**src/rtl/lab03_pkg.sv**
```systemverilog
// Shared types and defaults for the lab 3 bit-pair serializer.
// The LAB03_PAIR_PARITY_EN option is handled in the top module; nothing here depends on it.
package lab03_pkg;

    typedef enum logic [1:0] {
        IDLE  = 2'd0,
        SHIFT = 2'd1,
        DONE  = 2'd2
    } lab03_state_e;

    localparam int LAB03_WIDTH      = 4;
    localparam int LAB03_BIT_CYCLES = 1;

    // A counter must keep at least one bit, even when it only ever holds zero.
    function automatic int lab03_cnt_width(input int n);
        return (n > 1) ? $clog2(n) : 1;
    endfunction

endpackage

```
**src/rtl/lab03_bit_timer.sv**
```systemverilog
// Period counter for the serializer.
// It counts 0..BIT_CYCLES-1 while enabled and flags the terminal count.
module lab03_bit_timer
    import lab03_pkg::*;
#(
    parameter int BIT_CYCLES = LAB03_BIT_CYCLES
) (
    input  logic clk,
    input  logic rst,
    input  logic clr,
    input  logic en,
    output logic tc
);

    localparam int CW = lab03_cnt_width(BIT_CYCLES);
    localparam logic [CW-1:0] TC_VAL = CW'(BIT_CYCLES - 1);

    logic [CW-1:0] periodCnt_q;
    logic [CW-1:0] periodCnt_d;

    assign tc = en && (periodCnt_q == TC_VAL);

    always_comb begin
        periodCnt_d = periodCnt_q;
        if (clr) begin
            periodCnt_d = '0;
        end else if (en) begin
            periodCnt_d = tc ? '0 : periodCnt_q + 1'b1;
        end
    end

    always_ff @(posedge clk or posedge rst) begin
        if (rst) begin
            periodCnt_q <= '0;
        end else begin
            periodCnt_q <= periodCnt_d;
        end
    end

endmodule

```
**src/rtl/lab03_pair_serializer.sv**
```systemverilog
// Loads an A/B operand pair and shifts it out LSB-first as simultaneous bit pairs.
// Defining LAB03_PAIR_PARITY_EN appends an even-parity bit period and a parity_bit port.
module lab03_pair_serializer
    import lab03_pkg::*;
#(
    parameter int WIDTH      = LAB03_WIDTH,
    parameter int BIT_CYCLES = LAB03_BIT_CYCLES
) (
    input  logic             clk,
    input  logic             rst,
    input  logic             load_valid,
    output logic             load_ready,
    input  logic [WIDTH-1:0] a_in,
    input  logic [WIDTH-1:0] b_in,
    output logic             a_out,
    output logic             b_out,
    output logic             bit_valid,
    output logic             first_bit,
    output logic             last_bit,
    output logic             busy,
    output logic             done
`ifdef LAB03_PAIR_PARITY_EN
    ,
    output logic             parity_bit
`endif
);

    localparam int BW = lab03_cnt_width(WIDTH);
    localparam logic [BW-1:0] LAST_IDX = BW'(WIDTH - 1);

    lab03_state_e     state_q;
    lab03_state_e     state_d;
    logic [WIDTH-1:0] aShift_q;
    logic [WIDTH-1:0] aShift_d;
    logic [WIDTH-1:0] bShift_q;
    logic [WIDTH-1:0] bShift_d;
    logic [BW-1:0]    bitCnt_q;
    logic [BW-1:0]    bitCnt_d;
    logic             loadFire;
    logic             periodTc;

`ifdef LAB03_PAIR_PARITY_EN
    logic             parPhase_q;
    logic             parPhase_d;
    logic             aPar_q;
    logic             aPar_d;
    logic             bPar_q;
    logic             bPar_d;
`endif

    assign loadFire = (state_q == IDLE) && load_valid;

    lab03_bit_timer #(
        .BIT_CYCLES(BIT_CYCLES)
    ) u_timer (
        .clk (clk),
        .rst (rst),
        .clr (loadFire),
        .en  (state_q == SHIFT),
        .tc  (periodTc)
    );

    always_comb begin
        state_d  = state_q;
        aShift_d = aShift_q;
        bShift_d = bShift_q;
        bitCnt_d = bitCnt_q;
`ifdef LAB03_PAIR_PARITY_EN
        parPhase_d = parPhase_q;
        aPar_d     = aPar_q;
        bPar_d     = bPar_q;
`endif
        case (state_q)
            IDLE: begin
                if (load_valid) begin
                    aShift_d = a_in;
                    bShift_d = b_in;
                    bitCnt_d = '0;
                    state_d  = SHIFT;
`ifdef LAB03_PAIR_PARITY_EN
                    // Parity is taken from the captured operands, before any shifting.
                    aPar_d     = ^a_in;
                    bPar_d     = ^b_in;
                    parPhase_d = 1'b0;
`endif
                end
            end
            SHIFT: begin
                if (periodTc) begin
`ifdef LAB03_PAIR_PARITY_EN
                    if (parPhase_q) begin
                        parPhase_d = 1'b0;
                        bitCnt_d   = '0;
                        state_d    = DONE;
                    end else if (bitCnt_q == LAST_IDX) begin
                        parPhase_d = 1'b1;
                    end else begin
                        aShift_d = {1'b0, aShift_q[WIDTH-1:1]};
                        bShift_d = {1'b0, bShift_q[WIDTH-1:1]};
                        bitCnt_d = bitCnt_q + 1'b1;
                    end
`else
                    if (bitCnt_q == LAST_IDX) begin
                        bitCnt_d = '0;
                        state_d  = DONE;
                    end else begin
                        aShift_d = {1'b0, aShift_q[WIDTH-1:1]};
                        bShift_d = {1'b0, bShift_q[WIDTH-1:1]};
                        bitCnt_d = bitCnt_q + 1'b1;
                    end
`endif
                end
            end
            DONE: begin
                state_d = IDLE;
            end
            default: begin
                state_d = IDLE;
            end
        endcase
    end

    always_ff @(posedge clk or posedge rst) begin
        if (rst) begin
            state_q  <= IDLE;
            aShift_q <= '0;
            bShift_q <= '0;
            bitCnt_q <= '0;
        end else begin
            state_q  <= state_d;
            aShift_q <= aShift_d;
            bShift_q <= bShift_d;
            bitCnt_q <= bitCnt_d;
        end
    end

`ifdef LAB03_PAIR_PARITY_EN
    always_ff @(posedge clk or posedge rst) begin
        if (rst) begin
            parPhase_q <= 1'b0;
            aPar_q     <= 1'b0;
            bPar_q     <= 1'b0;
        end else begin
            parPhase_q <= parPhase_d;
            aPar_q     <= aPar_d;
            bPar_q     <= bPar_d;
        end
    end
`endif

    // Every output is decoded from registered state only, so a reset shows up immediately.
    assign busy       = (state_q == SHIFT);
    assign bit_valid  = busy;
    assign done       = (state_q == DONE);
    assign load_ready = (state_q == IDLE);

`ifdef LAB03_PAIR_PARITY_EN
    assign a_out      = busy && (parPhase_q ? aPar_q : aShift_q[0]);
    assign b_out      = busy && (parPhase_q ? bPar_q : bShift_q[0]);
    assign first_bit  = busy && !parPhase_q && (bitCnt_q == '0);
    assign last_bit   = busy && parPhase_q;
    assign parity_bit = busy && parPhase_q;
`else
    assign a_out      = busy && aShift_q[0];
    assign b_out      = busy && bShift_q[0];
    assign first_bit  = busy && (bitCnt_q == '0);
    assign last_bit   = busy && (bitCnt_q == LAST_IDX);
`endif

endmodule

```
**config.mk**
```make
export PLATFORM = sky130hd
export DESIGN_NAME = lab03_pair_serializer
export DESIGN_NICKNAME = d
export VERILOG_FILES = /design/src/rtl/lab03_pkg.sv /design/src/rtl/lab03_bit_timer.sv /design/src/rtl/lab03_pair_serializer.sv
export SDC_FILE = /design/constraint.sdc
export NUM_CORES = 1
export LEC_CHECK = 0
export ABC_AREA = 0
export CORE_ASPECT_RATIO = 0.9
export CORE_MARGIN = 2
export CORE_UTILIZATION = 51
export DETAILED_ROUTE_END_ITERATION = 8
export PLACE_DENSITY_LB_ADDON = 0.12
export SLEW_MARGIN = 40
export SYNTH_ARGS = -nofsm -noshare
export SYNTH_HDL_FRONTEND = slang
export SYNTH_HIERARCHICAL = 1
export SYNTH_SLANG_ARGS = --single-unit
```
**constraint.sdc**
```tcl
create_clock -name clk -period 3.45 [get_ports clk]
set_clock_uncertainty 0.2 [all_clocks]
set_input_delay 0.8625 -clock clk [delete_from_list [all_inputs] [get_ports clk]]
set_output_delay 0.8625 -clock clk [all_outputs]
set_load 0.01 [all_outputs]
```
After elaboration in Yosys (flattened, before gate mapping)
Cells that the tools add are included.
- memories kept: 0
- input port bits: 11
- RAM bits: 0
- output and inout port bits: 8
- register bits: 13
- ROM bits: 0
- bits in latches: 0
- muxes and demuxes: 19
- bitwise operators: 1
- shift-type cells: 0
- $lt $le $gt $ge: 0
- multipliers: 0
- add/subtract/negate cells: 2
- div/mod/pow operators: 0
- reductions and logical operators: 13
- equal/unequal tests: 7
- operator list (operator ; number):
    4-bit two-way mux ; 6
    4-bit one-hot mux with 2 select lines ; 2
    2-bit two-way mux ; 6
    2-bit one-hot mux with 2 select lines ; 2
    1-bit logical AND ; 6
    3-bit AND reduction ; 2
    2-bit equality test, second input constant ; 2
    2-bit logical NOT ; 2
    2-bit by 1-bit != test with 1-bit output, second input constant ; 2
    2-bit != test, second input constant ; 2
    4-bit AND reduction ; 1
    2-bit nonzero test ; 2
    1-bit two-way mux ; 3
    2-bit by 1-bit adder with 2-bit output, second input constant ; 1
    2-bit by 1-bit equality test with 1-bit output, second input constant ; 1
    1-bit adder, second input constant ; 1
    1-bit NOT ; 1

Depth between registers and ports, before layout
Gate-level depths: netlist (run 1).
- depth after elaboration: 5
- mapped depth: 7
- depth with buffers taken out: 5

By module
Netlist (run 1), hierarchy kept.
- modules (own cells, without submodules) (module ; times used ; cells each ; area an instance (sq um)):
    lab03_pair_serializer ; 1 ; 57 ; 737.0
    lab03_bit_timer ; 1 ; 4 ; 50.0

Worst setup path after synthesis (run 1)
No wires, ideal clock.
- path type: reg-to-reg
- start: register state_q[0]
- end: register bitCnt_q[0]
- arrival: 1.791 ns
- slack: 1.393 ns
- library setup time: 0.066 ns
- period minus slack after synthesis: 2.057 ns
- cell stages (with the launch flop): 8
- path through: dfrtp_1 nor2b_4 buf_6 buf_8 and2b_2 or4b_2 o21ai_0 a22o_1
- longest elaborated chain between the ends: 4
- RTL lines (item ; line ; RTL):
    start, declared ; lab03_pair_serializer.sv:31 ; lab03_state_e state_q;
    start signal, assigned ; lab03_pair_serializer.sv:130 ; state_q <= state_d;
    2-bit by 1-bit equality test with 1-bit output ; -- ;
    named net bit_valid ; lab03_pair_serializer.sv:17 ; output logic bit_valid,
    1-bit logical AND ; lab03_bit_timer.sv:21 ; assign tc = en && (periodCnt_q == TC_VAL);
    named net periodTc ; lab03_pair_serializer.sv:40 ; logic periodTc;
    2-bit by 1-bit != test with 1-bit output (no source line) ; -- ;
    3-bit AND reduction (no source line) ; -- ;
    end signal, assigned ; lab03_pair_serializer.sv:133 ; bitCnt_q <= bitCnt_d;
    end, declared ; lab03_pair_serializer.sv:37 ; logic [BW-1:0] bitCnt_q;
The timed path passes the listed nets, and every way through them passes these cells.
A chain may end at the register's enable or synchronous reset.

Worst setup path after layout (run 1)
- start: register state_q[0]
- end: output bit_valid
- longest elaborated chain between the ends: 1
- RTL lines (item ; line ; RTL):
    2-bit by 1-bit equality test with 1-bit output ; lab03_pair_serializer.sv:152 ; assign busy = (state_q == SHIFT);
    end, declared ; lab03_pair_serializer.sv:17 ;
Every way passes these cells.

==> impl_results.md, run 1 <==
* Hold path start: aShift_q[0]
* Vias post-DR at 509
* Rows at 13
* Status: completed
* Die footprint at 1870 um2
* Critical Path Fanout Max at 10
* Post-synth top area share at 41.3%
* Critical Path End Type: output pin
* Final WS setup at 0.572 ns
* Num CTS Buffers at 3
* Cell area after layout at 975 um2
* CP Cell Sequence: nor2b_4 -> buf_4 -> clkdlybuf4s50_1
* Synth warn at 6
* Post-route ant nets at 0
* Share of power burned in the clock network at 10.1%
* Largest area contributor in the netlist: dfrtp_1
* Count of final setup violators at 0
* Worst r2r src: state_q[0]
* Pre-CTS setup slack at 0.658 ns
* CP delay by family, top: buffers and inverters
* Total GRT Usage at 14.4%
* RSZ-0062 raised after global routing: no
* First-pass GRT wire length at 1790 um
* DR DRC count at 0
* Die X at 45.4 um
* CTS tree: done
* Nets at 95
* Flop pwr share at 29.5%
* Int Pwr at 0.595 mW
* Vias in the first global route at 421
* WP data required at 2.39 ns
* Post-CTS setup buffer count at 0
* Ys async rst share at 100%
* GRT Residual Overflow at 0
* Post-synth top cells: dfrtp_1, mux2_4, inv_1
* Peak VDD IR at 0.000470 V
* Layout area overhead at 23.8%
* MaxCap Viol Count at 0
* Pins Over Slew Limit at 0
* Comb power frac at 60.4%
* Routed len/inst at 11.9 um
* Worst Setup Start Kind: flip-flop
* Filler cells at 119
* P_sw at 0.292 mW
* Slew headroom at 67.2%
* CTS Hold Bufs at 0
* Netlist cell types at 24
* CP max stage delay at 0.55 ns
* Placed Instance Area at 948 um2
* Worst hold path class: reg2reg
* Post-DR vias/cell at 5.36
* Setup TNS at 0 ns
* Initial Utilization at 54.4%
* CTS root buffer: clkbuf_4
* Switching fraction of total power at 32.9%
* Buffers on Ports at 18
* Ports at 19
* Final Hold Vio Count at 0
* Pwr dens at 909 nW/um2
* Worst-margin pin slew at 0.492 ns
* Initial DRC Count at 2
* Layout cell share with drive strength beyond 1 at 27.5%
* Seq/Total Area, Yosys at 41.3%
* Cell Area, Synth at 787 um2
* Htree depth at 1
* Initial antenna violation count at 0
* Longest Clk Path Bufs at 2
* CP max-delay cell: clkdlybuf4s50_1
* Post-DP HPWL at 853 um
* Pin count of the biggest net entering global routing at 13
* Mapped Cells at 61
* Routability cong. at 0.727
* DR pass1 iterations at 4
* Clock transition at the registers of the reported paths at 0.07 ns
* Final min period at 2.88 ns
* Final period util at 83.4%
* Post-synth top flop: dfrtp_1
* Clk_lat worst skew at 0.27 ns
* Syn nets at 75
* Critical path class: reg2out
* Synth area leaders: dfrtp_1, mux2_4, mux2_2
* Avg Cell Area, Syn at 12.9 um2
* Pleak at 0.471 nW
* Sink Count at 13
* Critical Path AT at 1.82 ns
* CP startpoint: state_q[0]
* Fmax at 347 MHz
* Buf/Inv on CP at 2
* Total power at 0.886 mW
* Core footprint at 1450 um2
* Count leader, synth: dfrtp_1
* Post-CTS resize count at 0
* ANT cells at 0
* Synth Register Bits at 13
* Post-synth EDFFs at 0
* Hold slack final at 0.311 ns
* Die height at 41.3 um
* Post-Route WL at 1130 um
layout by cell type (no fill, tap or decap), drive strengths merged, types with 3 or more instances in the layout:
master	Yosys	layout
mux2	14	14
clkbuf	0	4
dfrtp	13	13
and2	4	4
ha	3	3
inv	5	5
clkdlybuf4s50	0	18
nor2b	3	3
state kept, by name (all words and copies together), names as in the netlist:
name / flops
u_timer/periodCnt_q: 1
aShift_q: 4
bShift_q: 4
state_q: 2
bitCnt_q: 2
stage by stage:
step / util [%] / std cells
2_1_floorplan: - / 61
3_3_place_gp: 65.5 / 91
3_5_place_dp: 65.5 / 91
4_1_cts: 67.3 / 95
5_1_grt: 67.3 / 95
6_report: 67.3 / 95
layer usage:
| metal | share of wire (%) | track usage [%] | wire [um] |
|---|---|---|---|
| met4 | 0 | 4.41 | 0 |
| met5 | 0 | 0 | 0 |
| met3 | 6.3 | 7.93 | 71 |
| met1 | 50 | 18.5 | 569 |
| met2 | 43 | 20.4 | 490 |
worst reg2reg max path, stage by stage (launching register included):
cell and delay (ns):
dfrtp_1 0.46, nor2b_4 0.32, buf_4 0.22, and2b_2 0.21, a31o_1 0.47, mux2_4 0.34
final timing paths:
check	endpoint	slack (ns)	cells past startpoint
worst max-delay path	bit_valid	0.57	3
worst min-delay path	aShift_q[0]	0.31	1
worst max register to register	aShift_q[1]	1.11	5
max in group asynchronous	aShift_q[0]	2.03	2
min in group asynchronous	u_timer/periodCnt_q	0.54	2
worst min register to register	aShift_q[0]	0.31	1
final cells by class:
type                            count  area, um2  share of cell area, %
Inverter                            5       18.8                   1.93
Clock buffer                        4       26.3                   2.70
Timing Repair Buffer               19        188                   19.3
Tap cell                           15       18.8                   1.93
Multi-Input combinational cell     39        398                   40.8
Sequential cell                    13        325                   33.4
cells by family (layout without fill, tap and decap cells):
logic type | Yosys count | after routing | share of synthesized area (%)
AO/OA/AOI/OAI | 7 | 7 | 6.36
adder cells (fa/ha/maj) | 3 | 3 | 4.77
buffers and inverters | 9 | 28 | 8.11
flip-flops | 13 | 13 | 41.3
multiplexers | 14 | 14 | 24.8
AND/OR/NAND/NOR | 15 | 15 | 14.6
power groups by stage:
stage / Sequential, mW / Clock, mW / Combinational (mW)
2_1_floorplan: 0.248 / 0 / 0.462
3_3_place_gp: 0.264 / 0 / 0.533
3_5_place_dp: 0.263 / 0 / 0.540
4_1_cts: 0.261 / 0.0954 / 0.542
5_1_grt: 0.270 / 0.103 / 0.582
6_report: 0.262 / 0.0893 / 0.535
No activity file was read; power rests on OpenSTA's default activity.
==> run 2: changes to the inputs <==
--- a/config.mk
+++ b/config.mk
@@ -8,7 +8,7 @@
 export ABC_AREA = 0
 export CORE_ASPECT_RATIO = 0.9
 export CORE_MARGIN = 2
-export CORE_UTILIZATION = 51
+export CORE_UTILIZATION = 43
 export DETAILED_ROUTE_END_ITERATION = 8
 export PLACE_DENSITY_LB_ADDON = 0.12
 export SLEW_MARGIN = 40
==> constraint.sdc (replaced) <==
create_clock -name clk -period 2.4 [get_ports clk]
set_clock_uncertainty 0.2 [all_clocks]
set_input_delay 0.6 -clock clk [delete_from_list [all_inputs] [get_ports clk]]
set_output_delay 0.6 -clock clk [all_outputs]
set_load 0.01 [all_outputs]
==> impl_results.md, run 2 (synthesis gave the netlist of run 1 again) <==
* WP data required at 1.60 ns (-0.79 ns)
* CP delay by family, top: buffers and inverters
* Layout area overhead at 37.0%
* Nets at 105 (+11%)
* Vias post-DR at 538 (+5.7%)
* CP max-delay cell: clkdlybuf4s50_1
* Pwr dens at 1360 nW/um2 (+49%)
* Num CTS Buffers at 3 (unchanged)
* DR DRC count at 0 (unchanged)
* Worst-margin pin slew at 0.456 ns (-0.0353 ns)
* Setup slack, reg-to-reg at 0.46 ns (-0.65 ns)
* R2r endpoint: aShift_q[2]
* Buf/Inv on CP at 2 (unchanged)
* Die X at 49.1 um (+8.1%)
* Final WS setup at 0.0662 ns (-0.506 ns)
* Busiest layer in global routing: met2
* Critical Path End Type: output pin
* ANT cells at 0 (unchanged)
* Setup TNS at 0 ns (unchanged)
* Final min period at 2.33 ns
* Placed Instance Area at 1010 um2 (+6.5%)
* Post-DR vias/cell at 4.72 (-12%)
* Routed len/inst at 12.8 um (+7.9%)
* Post-Route WL at 1460 um (+29%)
* Pleak at 0.553 nW (+17%)
* R2R depth at 7 (+2)
* DP Cell Count at 105 (+15%)
* Status: completed
* Pre-CTS setup slack at 0.125 ns (-0.534 ns)
* Regs by FF count: aShift_q x4, bShift_q x4
* Layout cell share with drive strength beyond 1 at 35.6% (+8.1 points)
* Initial antenna violation count at 0 (unchanged)
* MaxCap Viol Count at 0 (unchanged)
* CTS tree: done
* Worst Setup Start Kind: flip-flop
* Worst r2r src: state_q[0]
* Post-route ant nets at 0 (unchanged)
* CP max stage delay at 0.52 ns (-0.03 ns)
* Critical Path Fanout Max at 7 (-3)
* Die footprint at 2190 um2 (+17%)
* Grt met1 use at 20.2% (+1.7 points)
* Total power at 1.46 mW (+65%)
* Buffers on Ports at 18 (unchanged)
* Post-DP HPWL at 1140 um (+34%)
* CP Cell Sequence: nor2b_4 -> buf_4 -> clkdlybuf4s50_1
* Post-layout util at 63.5% (-3.9 points)
* Initial DRC Count at 5 (+3)
* Fmax at 428 MHz
* Die height at 44.6 um (+8.0%)
* Count of final setup violators at 0 (unchanged)
* Longest Clk Path Bufs at 2 (unchanged)
* Critical Path AT at 1.53 ns (-0.29 ns)
* Final period util at 97.2%
* Peak VDD IR at 0.000988 V (+110%)
* Clk_lat worst skew at 0.27 ns (about the same)
* Ports at 19 (unchanged)
* Pin count of the biggest net entering global routing at 13 (unchanged)
* Clock transition at the registers of the reported paths at 0.08 ns (about the same)
* Most common cell after layout, fill and taps aside: clkdlybuf4s50_1
* Routability cong. at 0.811 (+12%)
* M2 GR Usage at 24.6% (+4.2 points)
* Cell area after layout at 1080 um2 (+11%)
* RSZ-0062 raised after global routing: no
* Htree depth at 1 (unchanged)
* GRT Residual Overflow at 0 (unchanged)
* Final Hold Vio Count at 0 (unchanged)
* First-pass GRT wire length at 2480 um (+39%)
* Hold slack final at 0.301 ns (-0.0108 ns)
* CTS root buffer: clkbuf_4
* Most frequent cells in the layout: clkdlybuf4s50_1, dfrtp_1, mux2_4, buf_4, inv_1
* Pins Over Slew Limit at 0 (unchanged)
* Sink Count at 13 (unchanged)
* Rows at 14 (+1)
* DR pass1 iterations at 3 (-1)
* Met3 usage at 3.38% (-4.6 points)
* Critical path class: reg2out
* Core footprint at 1700 um2 (+17%)
* Initial Utilization at 46.3% (-8.0 points)
* Total GRT Usage at 15.4% (+0.98 points)
* Worst hold path class: in2async
* Slew headroom at 69.5% (+2.3 points)
* Vias in the first global route at 544 (+29%)
* Final Instance Count excl. Fillers at 114 (+20%)
==> run 2: cell types whose count changed in the layout (fill, tap and decap cells not counted) <==
cell and delta:
buf_4 +9, clkdlybuf4s50_1 -2, dlymetal6s2s_1 +2, buf_12 +1
==> run 2: cell type report <==
cell class                      instances  area [um2]
Multi-Input combinational cell         39         398
Sequential cell                        13         325
Inverter                                5        18.8
Tap cell                               24        30.0
Timing Repair Buffer                   29         280
Clock buffer                            4        26.3
Fill cell                             146         621
==> run 2: routing by layer <==
layer,share of wire (%),vias to the layer above
li1,-,269
met4,0.68,0
met5,0,-
met2,48,13
met1,46,254
met3,5.3,2
==> run 2: where the power goes <==
group          switching [mW]  internal (mW)
combinational           0.354          0.619
sequential             0.0516          0.305
clock                  0.0699         0.0643
==> run 2: worst max-delay path by stage <==
| stage | start | end | slack [ns] | cells after the start |
|---|---|---|---|---|
| after detailed placement | load_valid | aShift_q[3] | 0.12 | 5 |
| final | state_q[1] | busy | 0.07 | 3 |
| after global routing | state_q[1] | a_out | 0.002 | 3 |
| after global placement | load_valid | bShift_q[1] | 0.15 | 5 |
| after floorplan | state_q[0] | bitCnt_q[0] | 0.34 | 7 |
| after CTS | state_q[1] | busy | 0.02 | 3 |
==> run 2: what timing repair did <==
item / 4_1_cts / 5_1_grt
cloned: 0 / 0
setup endpoints to repair: 4 / 6
setup buffers: 4 / 1
gates resized for setup: 0 / 2
hold buffers: 0 / 0
